<file path="config.mk">
export PLATFORM = sky130hd
export DESIGN_NAME = full_st1_bias_ctrl
export DESIGN_NICKNAME = d
export VERILOG_FILES = /design/src/rtl/full_st1_bias_ctrl_pkg.sv /design/src/rtl/full_st1_bias_ctrl_rd_pipe.sv /design/src/rtl/full_st1_bias_ctrl.sv
export SDC_FILE = /design/constraint.sdc
export NUM_CORES = 1
export LEC_CHECK = 0
export ABC_AREA = 1
export BUFFER_PORTS_ARGS = -buffer_cell sky130_fd_sc_hd__clkbuf_2
export CAP_MARGIN = 20
export CORE_ASPECT_RATIO = 1.75
export CORE_MARGIN = 2
export CORE_UTILIZATION = 28
export CTS_BUF_LIST = sky130_fd_sc_hd__clkbuf_4
export CTS_CLUSTER_DIAMETER = 100
export CTS_CLUSTER_SIZE = 30
export DETAILED_ROUTE_END_ITERATION = 10
export PLACE_DENSITY = 0.78
export SLEW_MARGIN = 10
export SYNTH_ARGS = -nofsm -noshare
export SYNTH_HDL_FRONTEND = slang
export SYNTH_SLANG_ARGS = --single-unit
export TNS_END_PERCENT = 5
</file>
<file path="constraint.sdc">
create_clock -name clk -period 1.3 [get_ports clk]
set_clock_uncertainty 0.05 [all_clocks]
set_input_delay 0.195 -clock clk [delete_from_list [all_inputs] [get_ports clk]]
set_output_delay 0.195 -clock clk [all_outputs]
set_load 0.02 [all_outputs]
</file>
<file path="src/rtl/full_st1_bias_ctrl_pkg.sv">
// Shared types and constants for the stage-1 bias memory controller.
package full_st1_bias_ctrl_pkg;

  localparam int unsigned BIAS_DATA_W = 32;
  localparam int unsigned BIAS_ADDR_W = 3;
  localparam int unsigned BIAS_DEPTH  = 8;

  typedef enum logic [1:0] {
    EMPTY,
    LOADING,
    LOADED
  } bias_state_t;

  typedef struct packed {
    logic [BIAS_ADDR_W-1:0] addr;
    logic                   wr_en;
    logic                   rd_en;
  } bias_mem_ctrl_t;

endpackage

</file>
<file path="src/rtl/full_st1_bias_ctrl_rd_pipe.sv">
// One-cycle read response stage: aligns rd_valid/rd_last with the memory's
// registered read data and flushes any in-flight response on reset.
module full_st1_bias_rd_pipe #(
  parameter int unsigned DATA_W = 32
) (
  input  logic              clk,
  input  logic              reset,
  input  logic              rd_accept,
  input  logic              last_in,
  input  logic [DATA_W-1:0] mem_rd_data,
  output logic              rd_valid,
  output logic [DATA_W-1:0] rd_data,
  output logic              rd_last
);

  logic valid_q;
  logic last_q;

  always_ff @(posedge clk or posedge reset) begin
    if (reset) begin
      valid_q <= 1'b0;
      last_q  <= 1'b0;
    end else begin
      valid_q <= rd_accept;
      last_q  <= rd_accept & last_in;
    end
  end

  // The memory already registers its output, so data is gated rather than re-registered.
  assign rd_valid = valid_q;
  assign rd_last  = last_q;
  assign rd_data  = valid_q ? mem_rd_data : '0;

endmodule

</file>
<file path="src/rtl/full_st1_bias_ctrl.sv">
// Stage-1 bias memory sequencer/arbiter: loader writes, datapath reads, load-before-use.
// Optional: FULL_ST1_BIAS_AUTO_INC_EN replaces rd_addr with an internal wrapping read pointer.
module full_st1_bias_ctrl
  import full_st1_bias_ctrl_pkg::*;
#(
  parameter int unsigned DATA_W = BIAS_DATA_W,
  parameter int unsigned ADDR_W = BIAS_ADDR_W,
  parameter int unsigned DEPTH  = BIAS_DEPTH
) (
  input  logic              clk,
  input  logic              reset,
  input  logic              start_load,
  input  logic              ld_valid,
  input  logic [DATA_W-1:0] ld_data,
  output logic              ld_ready,
  input  logic              rd_req,
  input  logic [ADDR_W-1:0] rd_addr,
  output logic              rd_ready,
  output logic              rd_valid,
  output logic [DATA_W-1:0] rd_data,
  output logic              rd_last,
  output bias_mem_ctrl_t    mem_ctrl,
  output logic [DATA_W-1:0] mem_wr_data,
  input  logic [DATA_W-1:0] mem_rd_data,
  output logic              loaded
);

  bias_state_t       state;
  logic [ADDR_W:0]   count;
  logic              ld_accept;
  logic              rd_accept;
  logic [ADDR_W-1:0] rd_sel_addr;
  logic              rd_last_next;

  assign ld_ready  = (state == LOADING);
  assign rd_ready  = (state == LOADED) && !start_load;
  assign ld_accept = ld_valid && ld_ready;
  assign rd_accept = rd_req && rd_ready;

`ifdef FULL_ST1_BIAS_AUTO_INC_EN
  logic [ADDR_W-1:0] rd_ptr;

  always_ff @(posedge clk or posedge reset) begin
    if (reset) begin
      rd_ptr <= '0;
    end else if (start_load) begin
      rd_ptr <= '0;
    end else if (rd_accept) begin
      rd_ptr <= rd_ptr + 1'b1;
    end
  end

  assign rd_sel_addr  = rd_ptr;
  assign rd_last_next = (rd_ptr == ADDR_W'(DEPTH - 1));
`else
  assign rd_sel_addr  = rd_addr;
  assign rd_last_next = 1'b0;
`endif

  // Writes only happen in LOADING and reads only in LOADED, so the port never conflicts.
  always_comb begin
    mem_ctrl    = '0;
    mem_wr_data = '0;
    if (ld_accept) begin
      mem_ctrl.wr_en = 1'b1;
      mem_ctrl.addr  = count[ADDR_W-1:0];
      mem_wr_data    = ld_data;
    end else if (rd_accept) begin
      mem_ctrl.rd_en = 1'b1;
      mem_ctrl.addr  = rd_sel_addr;
    end
  end

  always_ff @(posedge clk or posedge reset) begin
    if (reset) begin
      state  <= EMPTY;
      count  <= '0;
      loaded <= 1'b0;
    end else if (start_load) begin
      state  <= LOADING;
      count  <= '0;
      loaded <= 1'b0;
    end else begin
      case (state)
        LOADING: begin
          if (ld_accept) begin
            count <= count + 1'b1;
            if (count == (ADDR_W + 1)'(DEPTH - 1)) begin
              state  <= LOADED;
              loaded <= 1'b1;
            end
          end
        end
        LOADED:  state <= LOADED;
        default: state <= EMPTY;
      endcase
    end
  end

  full_st1_bias_rd_pipe #(
    .DATA_W(DATA_W)
  ) u_rd_pipe (
    .clk        (clk),
    .reset      (reset),
    .rd_accept  (rd_accept),
    .last_in    (rd_last_next),
    .mem_rd_data(mem_rd_data),
    .rd_valid   (rd_valid),
    .rd_data    (rd_data),
    .rd_last    (rd_last)
  );

endmodule
</file>
==> impl_results.md, run 1 <==
- Max-Cap Viols: 0
- Maximum fanout along the worst path: 18
- Vias in the first global route: 1765
- # IOs: 146
- Final setup vio count: 74
- Seq pwr share: 14.2%
- GRT Overall Usage: 25.7%
- Critical Path Start Type: flip-flop
- Fmax achieved: 594 MHz
- DR iter-0 viols: 43
- Clock Pin Slew Worst Setup and Hold Paths: 60 ps
- CTS sink cnt: 8
- Footprint of the multi-input gates: 702 µm²
- GR met1 Demand/Resource: 22.4%
- Max clock buf depth: 2
- CP arrival: 1440 ps
- Hpwl dp: 3.26 mm
- Sw frac: 45.8%
- H-tree Lvls: 1
- Fillers: 233
- Post-synthesis sequential area ratio: 19.2%
- Syn nets: 278
- Post-DR wirelength/cell: 14.6 µm
- P&R area growth vs syn: 163%
- Skew-Pair Late Insertion Delay: 250 ps
- GR peak layer: met2
- Placer Congestion: 0.813
- Power Dens Cells: 780 mW/mm²
- Post-synth cell types: 17
- Yosys reg bits: 8
- Layout Cells excl Fill: 398
- GRT met3 Usage: 6.94%
- Nets: 430
- Failing checks: setup timing
- Pin count of the biggest net entering global routing: 33
- Dpl cells: 392
- Min Tclk post-route: 1680 ps
- CTS tree: done
- Comb pwr share: 76.7%
- Vias per cell: 4.37
- DP Worst Slack: -209 ps
- Register area: 200 µm²
- Setup ws final: -384 ps
- RSZ-0062 raised after global routing: yes
- Die W: 50.1 µm
- Clock network fraction of total power: 9.1%
- First-pass GRT wire length: 8.43 mm
- Leakage: 1.69 nW
- Share of layout cells above drive strength 1: 63.9%
- Synth Instances: 202
- Core area: 0.00359 mm²
- VDD IR max: 0.000739 V
- Port-buffer cells: 144
- Avg Cell Area, Syn: 5.15 µm²
- Drt total wl: 5.79 mm
- Row cnt: 29
- HP Class: in2reg
- Final ANT Viol Nets: 0
- Mapped Area: 0.00104 mm²
- Die Area: 0.00424 mm²
- Die H: 84.7 µm
- Critical Path RT: 1050 ps
- Final setup TNS: -15280 ps
- First-pass DRT Iterations: 5
- Final Cycle Share: 130%
- Vias: 1738
- Power, Total: 2.13 mW
- GRT Residual Overflow: 0
- Antenna violations before repair: 0
- Number of remaining DRC errors: 0
- Clock root buffer: clkbuf_4
- Synthesis Warnings: 0
- Max Transition Viols Final: 0
- Fin util: 76.1%
- P_sw: 0.977 mW
- CP Class: reg2out
- Starting Density: 29.0%
- Outcome: finished with violations
- Worst Setup End Kind: primary output
- Final hold vios: 0
- Met2 GRT Util: 47.4%
- N_diodes: 0
- P_int: 1.16 mW
- Num CTS Buffers: 3
-- path summary, 6_finish.rpt --
kind | end | cells after the start | slack, ps | from
worst max-delay path | mem_wr_data[11] | 6 | -380 | state[1]$_DFFE_PP0P_
worst min-delay path | u_rd_pipe.rd_valid$_DFF_PP0_ | 3 | 170 | rd_req
max in group asynchronous | count[2]$_DFFE_PP0P_ | 3 | 600 | reset
min in group asynchronous | state[1]$_DFFE_PP0P_ | 3 | 360 | reset
worst max register to register | state[1]$_DFFE_PP0P_ | 7 | -50 | state[0]$_DFFE_PP0P_
worst min register to register | loaded$_DFFE_PP0P_ | 2 | 460 | loaded$_DFFE_PP0P_
-- critical path, stage by stage, from the launching register on --
cell and delay (ps):
dfrtp_1 390, inv_2 90, ha_4 160, nand2_8 70, buf_12 170, nor2_2 130
clkbuf_8 170
-- registers in the layout (all words and copies together) (netlist names) --
name                cells
count                   4
loaded                  1
state                   2
u_rd_pipe.rd_valid      1
-- what timing repair did --
action,in CTS,in global routing
pin swaps,5,7
setup buffers,2,0
hold buffers,1,0
hold endpoints to repair,8,0
setup endpoints to repair,78,78
gates resized for setup,147,46
-- through the flow --
stage	hold slack (ps)	cell area [µm²]
2_1_floorplan	-39.3	1160
3_3_place_gp	90.3	1970
3_5_place_dp	99.0	1970
4_1_cts	151	2650
5_1_grt	191	2740
6_report	167	2740
-- cell type report --
cell class,count,area share [%]
Clock buffer,3,0.823
Inverter,76,10.5
Multi-Input combinational cell,110,25.7
Sequential cell,8,7.32
Tap cell,46,2.10
Timing Repair Buffer,155,53.6
-- layer usage --
metal / wire (µm) / vias up / part of all wire [%]
li1: - / 838 / -
met1: 1720 / 770 / 30
met2: 3160 / 98 / 55
met3: 487 / 32 / 8.4
met4: 422 / 0 / 7.3
met5: 0 / - / 0
-- logic make-up (layout without fill, tap and decap cells) --
| family | count (synthesis) | in the layout | share of synthesized area (%) |
|---|---|---|---|
| AOI/OAI and AO/OA | 9 | 9 | 4.33 |
| other | 1 | 1 | 0.360 |
| DFF | 8 | 8 | 19.2 |
| and+or+nand+nor | 96 | 96 | 37.7 |
| adders and majority gates | 4 | 4 | 4.81 |
| buffers and inverters | 84 | 234 | 33.5 |
-- Yosys cell counts --
cell type	n	area, µm²
nor2_1	40	150
nand2_1	48	180
nand3_2	2	20.0
dfrtp_1	8	200
o21ai_0	3	15.0
conb_1	1	3.75
nor2_4	1	11.3
o21ai_1	3	15.0
inv_2	3	11.3
inv_1	73	274
buf_2	3	15.0
ha_1	4	50.1
buf_6	3	33.8
nand3_1	4	20.0
buf_4	2	15.0
nand2_4	1	11.3
a21oi_1	3	15.0
-- power groups by stage --
stage | registers [mW] | logic [mW] | clock network [mW]
floorplan | 0.305 | 0.744 | 0
global route | 0.305 | 1.73 | 0.208
finish | 0.302 | 1.64 | 0.193
global placement | 0.305 | 1.12 | 0
detailed placement | 0.306 | 1.14 | 0
CTS | 0.300 | 1.49 | 0.199
-- placed cells by master, fill, tap and decap left out, drive strengths merged, types with 3 or more instances in the layout --
master,n
nand3,6
inv,76
nand2,49
o21ai,6
nor2,41
buf,25
clkbuf,132
dfrtp,8
a21oi,3
ha,4
Power figures use the tool's default switching activity.
==> inputs of run 2 (changes only) <==
--- a/config.mk
+++ b/config.mk
@@ -5,17 +5,17 @@
 export SDC_FILE = /design/constraint.sdc
 export NUM_CORES = 1
 export LEC_CHECK = 0
-export ABC_AREA = 1
+export ABC_AREA = 0
 export BUFFER_PORTS_ARGS = -buffer_cell sky130_fd_sc_hd__clkbuf_2
 export CAP_MARGIN = 20
 export CORE_ASPECT_RATIO = 1.75
 export CORE_MARGIN = 2
-export CORE_UTILIZATION = 28
+export CORE_UTILIZATION = 27
 export CTS_BUF_LIST = sky130_fd_sc_hd__clkbuf_4
 export CTS_CLUSTER_DIAMETER = 100
 export CTS_CLUSTER_SIZE = 30
 export DETAILED_ROUTE_END_ITERATION = 10
-export PLACE_DENSITY = 0.78
+export PLACE_DENSITY = 0.79
 export SLEW_MARGIN = 10
 export SYNTH_ARGS = -nofsm -noshare
 export SYNTH_HDL_FRONTEND = slang
==> run 2 against run 1 <==
Effect of this change:
- design area is 19% lower
- power is 5.0% lower
- non-clock buffer count is 3 higher
- hold slack better by 54 ps
- the run still ends with setup timing left
==> impl_results.md, run 2 <==
- Outcome: finished with violations (unchanged)
- Failing checks: setup timing (unchanged)
- CP Class: reg2out (unchanged)
- GRT Residual Overflow: 0 (unchanged)
- VDD IR max: 0.000850 V (was 0.000739 V)
- H-tree Lvls: 1 (unchanged)
- DP Worst Slack: -135 ps (was -209 ps)
- # IOs: 146 (unchanged)
- First-pass GRT wire length: 5.81 mm (was 8.43 mm)
- Power Dens Cells: 917 mW/mm² (was 780 mW/mm²)
- Die W: 48.7 µm (was 50.1 µm)
- Adder-Cell Fraction of Synth Area: 5.31% (was 4.81%)
- Synthesis Warnings: 0 (unchanged)
- Max Transition Viols Final: 0 (unchanged)
- Share of the synthesized area in the top cell type: 22.6% (was 26.3%)
- Die H: 82.1 µm (was 84.7 µm)
- Register with the most flip-flops: count (unchanged)
- Synth Area in Simple Gates: 56.4% (was 37.7%)
- Avg Cell Area, Syn: 7.25 µm² (was 5.15 µm²)
- Max-Cap Viols: 0 (unchanged)
- DR iter-0 viols: 14 (was 43)
- Worst Setup End Kind: primary output (unchanged)
- Num CTS Buffers: 3 (unchanged)
- FF-to-FF path depth: 6 (was 7)
- Clock root buffer: clkbuf_4 (unchanged)
- Max clock buf depth: 2 (unchanged)
- Vias: 1448 (was 1738)
- Syn nets: 206 (was 278)
- CTS tree: done (unchanged)
- Comb pwr share: 75.6% (was 76.7%)
- Drt total wl: 4.47 mm (was 5.79 mm)
- Dpl cells: 315 (was 392)
- CTS sink cnt: 8 (unchanged)
- Mapped Area: 942 µm² (was 0.00104 mm²)
- Commonest non-fill, non-tap cell in the layout: clkbuf_2 (unchanged)
- Fin util: 65.7% (was 76.1%)
- Commonest non-fill, non-tap cells in the layout: 113 x clkbuf_2, 32 x and2_1, 30 x and3_4 (was 73 x clkbuf_2, 56 x clkbuf_8, 55 x inv_1)
- CP arrival: 1480 ps (was 1440 ps)
- Vias per cell: 4.51 (was 4.37)
- EDFF count, synth: 0 (unchanged)
- Synth Area in XOR/XNOR: 1.86% (was 0%)
- N_diodes: 0 (unchanged)
- HP Class: in2reg (unchanged)
- Yosys reg bits: 8 (unchanged)
- Layout Cells excl Fill: 321 (was 398)
- Post-DR wirelength/cell: 13.9 µm (was 14.6 µm)
- Fmax achieved: 580 MHz (was 594 MHz)
- Clock Pin Slew Worst Setup and Hold Paths: 50 ps (was 60 ps)
- Most frequent cell after synthesis: and2_1 (was inv_1)
- Pin count of the biggest net entering global routing: 34 (was 33)
- RSZ-0062 raised after global routing: yes (unchanged)
- Post-synth ARST share: 100% (unchanged)
- Post-synth cell types: 27 (was 17)
- Commonest cells in the netlist: 34 x and2_1, 32 x and3_1, 10 x clkbuf_1, 8 x dfrtp_1, 8 x nand2_1 (was 73 x inv_1, 48 x nand2_1, 40 x nor2_1, 8 x dfrtp_1)
- Clock network fraction of total power: 9.0% (was 9.1%)
- Min Tclk post-route: 1730 ps (was 1680 ps)
- Hold path cells: 3 (unchanged)
- Post-synthesis sequential area ratio: 21.2% (was 19.2%)
- Antenna violations before repair: 0 (unchanged)
- Starting Density: 28.0% (was 29.0%)
- GRT Overall Usage: 18.4% (was 25.7%)
- Top cells by area, synth: and2_1 23%, and3_1 21%, dfrtp_1 21% (was inv_1 26%, dfrtp_1 19%, nand2_1 17%)
- Final ANT Viol Nets: 0 (unchanged)
- Port-buffer cells: 144 (unchanged)
- Placer Congestion: 0.828 (was 0.813)
- Post-synthesis mux area share: 0% (unchanged)
- Skew-Pair Late Insertion Delay: 250 ps (about the same)
- Max reg flops: 4 (unchanged)
- Leakage: 1.25 nW (was 1.69 nW)
- Number of remaining DRC errors: 0 (unchanged)
- Nets: 354 (was 430)
- Largest family of logic cells by synthesized area: simple AND/OR/NAND/NOR gates (unchanged)
- Maximum fanout along the worst path: 25 (was 18)
- Compound-Gate Fraction of Synth Area: 5.84% (was 4.33%)
- Sw frac: 42.7% (was 45.8%)
- Setup ws final: -425 ps (was -384 ps)
- First-pass DRT Iterations: 4 (was 5)
- P_sw: 0.864 mW (was 0.977 mW)
- P&R area growth vs syn: 134% (was 163%)
- P_int: 1.16 mW (about the same)
- Final setup vio count: 77 (was 74)
- Share of layout cells above drive strength 1: 76.4% (was 63.9%)
- Core area: 0.00336 mm² (was 0.00359 mm²)
- Critical Path RT: 1050 ps (about the same)
- Vias in the first global route: 1352 (was 1765)
- Regs by FF count: count: 4 flops, state: 2 flops (unchanged)
- Primary FF master, synth: dfrtp_1 (unchanged)
- Power, Total: 2.03 mW (was 2.13 mW)
- Row cnt: 28 (was 29)
- Die Area: 0.00400 mm² (was 0.00424 mm²)
- Final hold vios: 0 (unchanged)
- Final Cycle Share: 133% (was 130%)
- Critical Path Start Type: flip-flop (unchanged)
- Synth area leader: and2_1 (was inv_1)
- Synth Instances: 130 (was 202)
- Seq pwr share: 15.4% (was 14.2%)
- Hpwl dp: 3.38 mm (was 3.26 mm)
-- run 2: cell types whose count changed after synthesis, sizes merged, moves of 3 or more --
cell    change
inv        -73
nand2      -41
nor2       -38
and2       +35
and3       +32
clkbuf     +10
o21ai       -4
buf         -3
-- run 2: routing by layer --
| metal | track usage (%) | part of all wire [%] | up-vias |
|---|---|---|---|
| li1 | - | - | 720 |
| met1 | 15.9 | 31 | 633 |
| met2 | 38.2 | 58 | 85 |
| met3 | 4.14 | 7.7 | 10 |
| met4 | 9.71 | 2.5 | 0 |
| met5 | 0 | 0 | - |
-- run 2: final timing paths --
path	startpoint	endpoint	slack [ps]
max	state[1]$_DFFE_PP0P_	mem_wr_data[28]	-430
min	start_load	loaded$_DFFE_PP0P_	220
max reg2reg	state[1]$_DFFE_PP0P_	count[3]$_DFFE_PP0P_	-180
min reg2reg	count[3]$_DFFE_PP0P_	count[3]$_DFFE_PP0P_	510
max in group asynchronous	reset	u_rd_pipe.rd_valid$_DFF_PP0_	560
min in group asynchronous	reset	state[1]$_DFFE_PP0P_	380
-- run 2: cells by family after synthesis --
family,count (synthesis)
AOI/OAI and AO/OA,8
xor gates and xnor gates,2
adders and majority gates,4
buffers and inverters,18
DFF,8
other,1
and+or+nand+nor,89
-- run 2: per-stage QoR --
| stage | hold WS (ps) | cell area [µm²] | setup TNS, ps |
|---|---|---|---|
| 2_1_floorplan | -39.3 | 1160 | -2090 |
| 3_3_place_gp | 86.4 | 1940 | -6400 |
| 3_5_place_dp | 96.9 | 1940 | -7660 |
| 4_1_cts | 205 | 2030 | -18660 |
| 5_1_grt | 223 | 2210 | -22840 |
| 6_report | 220 | 2210 | -18240 |
-- run 2: final cells by class --
cell class,count,area (µm²)
multi-input combinational,104,886
fill,287,1150
tap,45,56.3
inverter,3,11.3
clock buffer,3,22.5
timing repair buffer,158,1030
sequential,8,204
-- run 2: repair_timing --
action	CTS	global route
gates resized for setup	14	82
endpoints found under the setup margin	79	79
pin swaps	2	5
buffers inserted	1	1
hold buffers	1	0
gates cloned	0	0
endpoints found under the hold margin	8	0
-- run 2: power groups by stage --
stage	Combinational [mW]	Sequential (mW)	Clock, mW
after floorplan	0.912	0.309	0
after global placement	1.26	0.306	0
after detailed placement	1.28	0.309	0
after CTS	1.34	0.308	0.193
after global routing	1.63	0.317	0.205
final	1.53	0.313	0.182
-- run 2: critical path, stage by stage, from the launching register on --
cell,delay (ps)
dfrtp_1,410
inv_2,110
ha_4,190
buf_12,170
and3_4,190
buf_2,160
==> inputs of run 3 (changes only) <==
--- a/config.mk
+++ b/config.mk
@@ -15,6 +15,7 @@
 export CTS_CLUSTER_DIAMETER = 100
 export CTS_CLUSTER_SIZE = 30
 export DETAILED_ROUTE_END_ITERATION = 10
+export GPL_TIMING_DRIVEN = 0
 export PLACE_DENSITY = 0.79
 export SLEW_MARGIN = 10
 export SYNTH_ARGS = -nofsm -noshare
==> run 3 against run 2 <==
Effect of this change:
- the flow still finishes with violations (setup timing)
- power rose by 21%
- largest power group unchanged
- sequential share of layout area is 1.2 points lower
- design area is 14% higher
- setup slack improved by 3.2 ps
- hold slack worse by 53 ps
- wire length increased by 7.3%
==> impl_results.md, run 3 (synthesis results as in run 2) <==
- Max clock buf depth: 2 (unchanged)
- Clock Pin Slew Worst Setup and Hold Paths: 50 ps (about the same)
- Row cnt: 28 (unchanged)
- First-pass GRT wire length: 6.44 mm (was 5.81 mm)
- Clock root buffer: clkbuf_4 (unchanged)
- RSZ-0062 raised after global routing: yes (unchanged)
- CP arrival: 1480 ps (about the same)
- Fmax achieved: 581 MHz (was 580 MHz)
- Nets: 360 (was 354)
- Commonest non-fill, non-tap cell in the layout: clkbuf_2 (unchanged)
- Worst Setup End Kind: primary output (unchanged)
- VDD IR max: 0.000956 V (was 0.000850 V)
- Die H: 82.1 µm (unchanged)
- Vias: 1516 (was 1448)
- H-tree Lvls: 1 (unchanged)
- Regs by FF count: count: 4 flops, state: 2 flops (unchanged)
- Layout Cells excl Fill: 327 (was 321)
- Max-Cap Viols: 0 (unchanged)
- Register with the most flip-flops: count (unchanged)
- Hpwl dp: 3.16 mm (was 3.38 mm)
- P&R area growth vs syn: 167% (was 134%)
- # IOs: 146 (unchanged)
- GRT Overall Usage: 20.4% (was 18.4%)
- Skew-Pair Late Insertion Delay: 260 ps (was 250 ps)
- DP Area: 0.00193 mm² (was 0.00194 mm²)
- CP Class: reg2out (unchanged)
- Final hold vios: 0 (unchanged)
- Vias per cell: 4.64 (was 4.51)
- Core area: 0.00336 mm² (unchanged)
- Footprint of the multi-input gates: 918 µm² (was 886 µm²)
- Fillers: 256 (was 287)
- Starting Density: 28.0% (unchanged)
- Failing checks: setup timing (unchanged)
- Die Area: 0.00400 mm² (unchanged)
- Num CTS Buffers: 3 (unchanged)
- Worst hold endpoint: count[3]$_DFFE_PP0P_ (was loaded$_DFFE_PP0P_)
- Final instance area: 0.00251 mm² (was 0.00221 mm²)
- HP Class: in2reg (unchanged)
- Antenna violations before repair: 0 (unchanged)
- Max Transition Viols Final: 0 (unchanged)
- Min Tclk post-route: 1720 ps (was 1730 ps)
- Maximum fanout along the worst path: 5 (was 25)
- Die W: 48.7 µm (unchanged)
- Final Cycle Share: 132% (was 133%)
- CTS tree: done (unchanged)
- Final ANT Viol Nets: 0 (unchanged)
- Commonest non-fill, non-tap cells in the layout: 91 x clkbuf_2, 30 x and3_4, 26 x and2_1 (was 113 x clkbuf_2, 32 x and2_1, 30 x and3_4)
- Crit Reg-Reg Startpoint: state[1]$_DFFE_PP0P_ (unchanged)
- Post-DR wirelength/cell: 14.7 µm (was 13.9 µm)
- Power Dens Cells: 972 mW/mm² (was 917 mW/mm²)
- Register area: 203 µm² (was 204 µm²)
- FF-to-FF path depth: 6 (unchanged)
- Fin util: 74.8% (was 65.7%)
- GRT Residual Overflow: 0 (unchanged)
- Critical Path Start Type: flip-flop (unchanged)
- Placer Congestion: 0.748 (was 0.828)
- Power, Total: 2.44 mW (was 2.03 mW)
- Max reg flops: 4 (unchanged)
- Port-buffer cells: 142 (was 144)
- Hold path cells: 2 (was 3)
- Dpl cells: 317 (was 315)
- Pin count of the biggest net entering global routing: 11 (was 34)
- CTS sink cnt: 8 (unchanged)
- Critical Path RT: 1050 ps (about the same)
- Outcome: finished with violations (unchanged)
- Share of layout cells above drive strength 1: 79.8% (was 76.4%)
- First-pass DRT Iterations: 4 (unchanged)
- Final setup vio count: 71 (was 77)
- N_diodes: 0 (unchanged)
- Vias in the first global route: 1421 (was 1352)
- Worst r2r dst: count[3]$_DFFE_PP0P_ (unchanged)
- Hold wc startpoint: start_load (unchanged)
- Drt total wl: 4.80 mm (was 4.47 mm)
- DR iter-0 viols: 34 (was 14)
- Leakage: 1.35 nW (was 1.25 nW)
- Number of remaining DRC errors: 0 (unchanged)
- Slack of the worst reg-to-reg path: -170 ps (was -180 ps)
- Setup ws final: -422 ps (was -425 ps)
==> run 3: changes by cell type in the layout (fill, tap and decap cells not counted), moves of 2 or more <==
cell and delta:
clkbuf_16 +3, nand3_2 +2, a21oi_2 +2, clkbuf_2 -22, buf_2 +3, dfrtp_2 +2, and2_4 +6, buf_8 +20
nand3_1 -2, a21oi_1 -2, and2_1 -6, clkbuf_1 +3
==> run 3: per-layer routing <==
| layer | up-vias | part of all wire, % | global-route usage [%] |
|---|---|---|---|
| li1 | 736 | - | - |
| met1 | 688 | 33 | 18.6 |
| met2 | 84 | 58 | 40.8 |
| met3 | 8 | 7.0 | 6.12 |
| met4 | 0 | 1.6 | 9.43 |
| met5 | - | 0 | 0 |
==> run 3: worst max path at each step <==
stage                                    start  cells past startpoint                   end
final                     state[1]$_DFFE_PP0P_                      5           mem_ctrl[0]
after global routing      state[1]$_DFFE_PP0P_                      7           mem_ctrl[4]
after CTS                 state[1]$_DFFE_PP0P_                      6       mem_wr_data[18]
after detailed placement  state[0]$_DFFE_PP0P_                      7           mem_ctrl[4]
after global placement    state[0]$_DFFE_PP0P_                      7           mem_ctrl[4]
after floorplan           state[1]$_DFFE_PP0P_                      6  count[3]$_DFFE_PP0P_
==> run 3: critical path, stage by stage (launching register included) <==
cell	delay, ps
dfrtp_1	380
buf_4	150
ha_4	150
and3b_2	250
and2_4	150
clkbuf_8	140
==> run 3: final cells by class <==
| type | instances | area share [%] |
|---|---|---|
| repair buffers | 150 | 46.0 |
| multi-input cells | 104 | 36.5 |
| flip-flops and latches | 8 | 8.06 |
| plain buffers | 14 | 5.87 |
| well taps | 45 | 2.24 |
| clock buffers | 3 | 0.896 |
| inverters | 3 | 0.448 |
==> run 3: report_power, final <==
| part | internal (mW) | leakage [nW] | switching (mW) | total [mW] |
|---|---|---|---|---|
| Sequential | 0.280 | 0.105 | 0.0333 | 0.313 |
| Clock | 0.106 | 0.0138 | 0.0837 | 0.189 |
| Combinational | 1.09 | 1.23 | 0.848 | 1.94 |
==> run 3: through the flow <==
step | hold slack [ps] | setup TNS [ps] | setup slack, ps
global placement | 80.7 | -6180 | -268
global route | 152 | -22160 | -488
detailed placement | 80.4 | -6890 | -273
floorplan | -39.3 | -2090 | -68.7
CTS | 146 | -20390 | -454
finish | 167 | -17330 | -422
==> run 3: repair_timing <==
item / 4_1_cts / 5_1_grt
setup buffers: 2 / 1
endpoints found under the setup margin: 74 / 78
resized for setup: 65 / 106
pin swaps: 8 / 5
gates cloned: 1 / 3
hold buffers: 1 / 0
endpoints found under the hold margin: 8 / 0
